$ cat config.mk
export PLATFORM = sky130hd
export DESIGN_NAME = memu
export DESIGN_NICKNAME = d
export VERILOG_FILES = /design/src/rtl/memu.sv
export SDC_FILE = /design/constraint.sdc
export NUM_CORES = 1
export LEC_CHECK = 0
export BUFFER_PORTS_ARGS = -buffer_cell sky130_fd_sc_hd__buf_4
export CAP_MARGIN = 40
export CORE_MARGIN = 2
export CORE_UTILIZATION = 49
export CTS_CLUSTER_SIZE = 40
export DETAILED_ROUTE_END_ITERATION = 7
export PLACE_DENSITY = 0.81
export SKIP_LAST_GASP = 1
export SYNTH_ARGS = -nofsm -noshare
export SYNTH_HDL_FRONTEND = slang
export SYNTH_SLANG_ARGS = --single-unit
$ cat constraint.sdc
create_clock -name clk -period 2.9 [get_ports clk]
set_clock_uncertainty 0.05 [all_clocks]
set_input_delay 0.435 -clock clk [delete_from_list [all_inputs] [get_ports clk]]
set_output_delay 0.435 -clock clk [all_outputs]
set_load 0.01 [all_outputs]
$ cat src/rtl/memu.sv
// rtl/memu.sv - memory-access/load-align stage between execute and write-back
module memu #(
    parameter int ADDR_WIDTH = 5,
    parameter int DATA_WIDTH = 32
) (
    input  logic                             clk,
    input  logic                             rst,
    input  logic [DATA_WIDTH+ADDR_WIDTH+3:0] exe_to_mem_bus,
    input  logic                             exe_to_mem_valid,
    output logic                             mem_to_exe_ready,
    input  logic [DATA_WIDTH-1:0]            load_data,
    output logic [DATA_WIDTH+ADDR_WIDTH:0]   mem_to_wb_bus,
    output logic                             mem_to_wb_valid,
    input  logic                             wb_to_mem_ready,
    output logic                             mem_fwd_valid,
    output logic [ADDR_WIDTH-1:0]            mem_fwd_addr,
    output logic [DATA_WIDTH-1:0]            mem_fwd_data,
    output logic                             mem_misalign
);

    localparam int BUS_W = DATA_WIDTH + ADDR_WIDTH + 4;

    localparam logic [2:0] LD_LB  = 3'd1;
    localparam logic [2:0] LD_LH  = 3'd2;
    localparam logic [2:0] LD_LW  = 3'd3;
    localparam logic [2:0] LD_LBU = 3'd4;
    localparam logic [2:0] LD_LHU = 3'd5;

    logic                  valid_q;
    logic                  first_cyc_q;
    logic [DATA_WIDTH-1:0] hold_q;
    logic                  regw_q;
    logic [ADDR_WIDTH-1:0] addr_q;
    logic [DATA_WIDTH-1:0] alu_q;
    logic [2:0]            ld_q;

    logic                  accept;
    logic [DATA_WIDTH-1:0] word;
    logic [7:0]            byte_v;
    logic [15:0]           half_v;
    logic [DATA_WIDTH-1:0] wb_data;
    logic                  misalign;
    logic                  wb_regw;

    assign mem_to_exe_ready = ~valid_q | wb_to_mem_ready;
    assign accept           = exe_to_mem_valid & mem_to_exe_ready;

    // Pipeline register: capture on accept, drop on consume, and latch the
    // SRAM word one cycle after acceptance since load_data is only valid then.
    always_ff @(posedge clk) begin
        if (rst) begin
            valid_q     <= 1'b0;
            first_cyc_q <= 1'b0;
            hold_q      <= '0;
            regw_q      <= 1'b0;
            addr_q      <= '0;
            alu_q       <= '0;
            ld_q        <= '0;
        end else begin
            if (first_cyc_q) begin
                hold_q <= load_data;
            end
            if (accept) begin
                valid_q     <= 1'b1;
                first_cyc_q <= 1'b1;
                regw_q      <= exe_to_mem_bus[BUS_W-1];
                addr_q      <= exe_to_mem_bus[BUS_W-2 -: ADDR_WIDTH];
                alu_q       <= exe_to_mem_bus[DATA_WIDTH+2 -: DATA_WIDTH];
                ld_q        <= exe_to_mem_bus[2:0];
            end else begin
                first_cyc_q <= 1'b0;
                if (wb_to_mem_ready) begin
                    valid_q <= 1'b0;
                end
            end
        end
    end

    // Lane select, extension and misalignment detection for the held instruction.
    always_comb begin
        word     = first_cyc_q ? load_data : hold_q;
        byte_v   = word[7:0];
        half_v   = alu_q[1] ? word[DATA_WIDTH-1:16] : word[15:0];
        wb_data  = alu_q;
        misalign = 1'b0;
        case (alu_q[1:0])
            2'd0: byte_v = word[7:0];
            2'd1: byte_v = word[15:8];
            2'd2: byte_v = word[23:16];
            2'd3: byte_v = word[31:24];
            default: byte_v = word[7:0];
        endcase
        case (ld_q)
            LD_LB:  wb_data = {{(DATA_WIDTH-8){byte_v[7]}}, byte_v};
            LD_LBU: wb_data = {{(DATA_WIDTH-8){1'b0}}, byte_v};
            LD_LH: begin
                wb_data  = {{(DATA_WIDTH-16){half_v[15]}}, half_v};
                misalign = alu_q[0];
            end
            LD_LHU: begin
                wb_data  = {{(DATA_WIDTH-16){1'b0}}, half_v};
                misalign = alu_q[0];
            end
            LD_LW: begin
                wb_data  = word;
                misalign = (alu_q[1:0] != 2'd0);
            end
            default: wb_data = alu_q;
        endcase
        wb_regw = regw_q & ~misalign;
    end

    assign mem_to_wb_valid = valid_q;
    assign mem_to_wb_bus   = {wb_regw, addr_q, wb_data};
    assign mem_misalign    = valid_q & misalign;
    assign mem_fwd_valid   = valid_q & wb_regw & (addr_q != '0);
    assign mem_fwd_addr    = addr_q;
    assign mem_fwd_data    = wb_data;

endmodule

==> results.json <==
{
  "path_clk_slew_ns": 0.08,
  "yosysWarnings": 0,
  "avgSynthCellArea_um2": 8.508,
  "start_util_pct": 50.07,
  "timing.final.max_slew_violations": 0,
  "hold_path.class": "primary input to flip-flop",
  "antenna_left": 0,
  "cp-startpoint": "first_cyc_q",
  "end_kind": "output port",
  "die_width_um": 92.40,
  "cts_buffer_depth": 2,
  "ir_worst_vdd_mv": 0.2937,
  "row_count": 32,
  "synthTopCellsByArea": "dfxtp_1 (39%), mux2i_1 (8.4%), nand2_1 (8.3%)",
  "max-slew-margin-rel_pct": 48.15,
  "required_ns": 2.41,
  "fillCellCount": 636,
  "multi_input_area_um2": 1883,
  "r2r_end": "hold_q[24]",
  "yosysTopAreaCell": "dfxtp_1",
  "r2r_slack_ns": 1.35,
  "period_share_pct": 97.66,
  "num_io_pins": 156,
  "switchingPower_mw": 0.7928,
  "synth_top_cells_by_count": "nand2_1 (85), dfxtp_1 (75), nor2_1 (58), a21oi_1 (43), buf_4 (41)",
  "syn-num-nets": 527,
  "final_area_um2": 5156,
  "drtPass1Iterations": 5,
  "crit_fanout": 8,
  "grt-busiest-layer": "met2",
  "yosysSeqAreaShare_pct": 39.22,
  "overflow": 0,
  "dp_hpwl_mm": 7.775,
  "fmax_ghz": 0.3531,
  "htree_levels": 3,
  "place.gp.congestion": 0.8442,
  "rsz0062_at_grt": "yes",
  "core-area_um2": 7647,
  "hold_depth": 3,
  "yosysMostFrequentCell": "nand2_1",
  "antenna_found_initial": 0,
  "timing.hold.ws_ns": 0.2851,
  "use_met2_pct": 40.09,
  "synth_edf_count": 0,
  "regArea_um2": 1504,
  "run_status": "finished, final reports clean",
  "arrival_ns": 2.35,
  "root_buffer": "clkbuf_8",
  "cts_sinks": 75,
  "p_sw_share_pct": 26.69,
  "worst_slew_pin_slew_ns": 0.7777,
  "antenna_cells": 0,
  "ys_ff_latch": 75,
  "setup_viol": 0,
  "synthFlopType": "dfxtp_1",
  "synth_async_sr_flop_share_pct": 0,
  "wire_per_inst_um": 15.93,
  "nets": 644,
  "area_growth_pct": 34.67,
  "cp-endpoint": "mem_fwd_data[15]",
  "cts_hold_buf": 0,
  "drtIter0Drc": 259,
  "fin_crit_ns": 2.832,
  "gr-usage-met3_pct": 4.882,
  "finalHoldViolCount": 0,
  "clockPowerShare_pct": 35.1,
  "grt_usage_pct": 24.77,
  "internal_power_mw": 2.178,
  "layout-drive-gt1-share_pct": 36.60,
  "num_vias": 3605,
  "p_per_area_nw_per_um2": 576.1,
  "syn_inst": 450,
  "power_frac_seq_pct": 37.9,
  "reg2regPathDepth": 4,
  "start_kind": "flip-flop",
  "cap_violations": 0,
  "grt_pass1_vias": 3453,
  "netlist.area_leader.share_pct": 39.22,
  "routed_wl_mm": 10.72,
  "cts_buffers": 9,
  "grt_pass1_wl_mm": 16.80,
  "synth.cell_area_um2": 3829,
  "clk_latency_ns": 0.34,
  "synth_cell_types": 35,
  "drc": 0,
  "combPwrFrac_pct": 27.0,
  "power.leakage_nw": 2.317,
  "viasPerCell": 5.357,
  "crit_type": "flip-flop to output port",
  "portBuffers": 155,
  "r2r-start": "first_cyc_q",
  "use_met1_pct": 33.62,
  "die-area_um2": 8537,
  "die_h_um": 92.40,
  "place_area_um2": 4857,
  "grt_max_degree": 76,
  "cts_tree": "built"
}
## cells in the final DEF, fill, tap and decap left out, drive strengths merged, types with 2 or more instances in the layout
master,count
o22a,27
inv,3
o22ai,12
nand2b,5
a21oi,43
dfxtp,75
clkbuf,10
nor2,58
bufinv,4
mux2i,32
and2,3
mux4,9
a21o,2
o221ai,4
a211o,4
nand2,85
buf,179
## through the flow
| stage | std cells | util [%] | setup TNS, ns | power [mW] | worst slack (ns) |
|---|---|---|---|---|---|
| after floorplan | 450 | - | 0 | 1.630 | 0.4604 |
| after global placement | 657 | 63.51 | 0 | 1.920 | 0.3622 |
| after detailed placement | 657 | 63.51 | 0 | 1.936 | 0.3415 |
| after CTS | 672 | 67.02 | 0 | 2.975 | 0.008768 |
| after global routing | 673 | 67.42 | -0.006763 | 3.090 | -0.002437 |
| final | 673 | 67.42 | 0 | 2.970 | 0.06792 |
## power by group through the flow
stage,logic (mW),registers (mW),clock network (mW)
final,0.802,1.13,1.04
after floorplan,0.500,1.13,0
after global routing,0.858,1.13,1.10
after detailed placement,0.788,1.15,0
after CTS,0.793,1.12,1.06
after global placement,0.776,1.14,0
## per-layer routing
layer	up-vias	share of wire, %
met4	0	0.97
met5	-	0
li1	1745	-
met3	16	6.9
met2	162	47
met1	1682	45
## state kept, by name (all words and copies together) (netlist names)
signal           cells
hold_q              32
mem_to_wb_valid      1
ld_q                 3
regw_q               1
first_cyc_q          1
alu_q               32
mem_fwd_addr         5
## critical path, cell delays in order (launching register included)
cell,delay (ns)
dfxtp_2,0.46
mux2i_1,0.36
mux4_2,0.39
o31ai_4,0.10
buf_12,0.17
o32a_1,0.37
buf_4,0.16
## layout make-up
type / count / area share, %
tap: 102 / 2.475
inverter: 3 / 0.2184
clock inverter: 5 / 2.427
sequential: 75 / 29.17
clock buffer: 10 / 2.669
multi-input combinational: 299 / 36.52
timing repair buffer: 179 / 26.52
## what timing repair did
item	CTS	global route
endpoints found under the setup margin	25	52
resized for setup	2	4
pin swaps	0	1
setup buffers	0	1
gates cloned	0	0
endpoints found under the hold margin	0	0
## how the worst min path moves through the flow
stage                       start        end  slack (ns)
6_report        exe_to_mem_bus[6]   alu_q[3]        0.29
5_1_grt        exe_to_mem_bus[17]  alu_q[14]        0.28
4_1_cts        exe_to_mem_bus[20]  alu_q[17]        0.27
3_5_place_dp            alu_q[19]  alu_q[19]        0.40
3_3_place_gp            alu_q[24]  alu_q[24]        0.39
2_1_floorplan              regw_q     regw_q        0.39
## cells by family (layout without fill, tap and decap cells)
group / after synthesis / count (layout) / share of synthesized area [%]
compound gates: 100 / 100 / 18.50
xor+xnor: 1 / 1 / 0.2288
buf+inv: 76 / 197 / 11.99
flops: 75 / 75 / 39.22
mux: 41 / 41 / 13.66
simple gates: 157 / 157 / 16.41
Note: power is estimated with default switching activity, not from simulation.
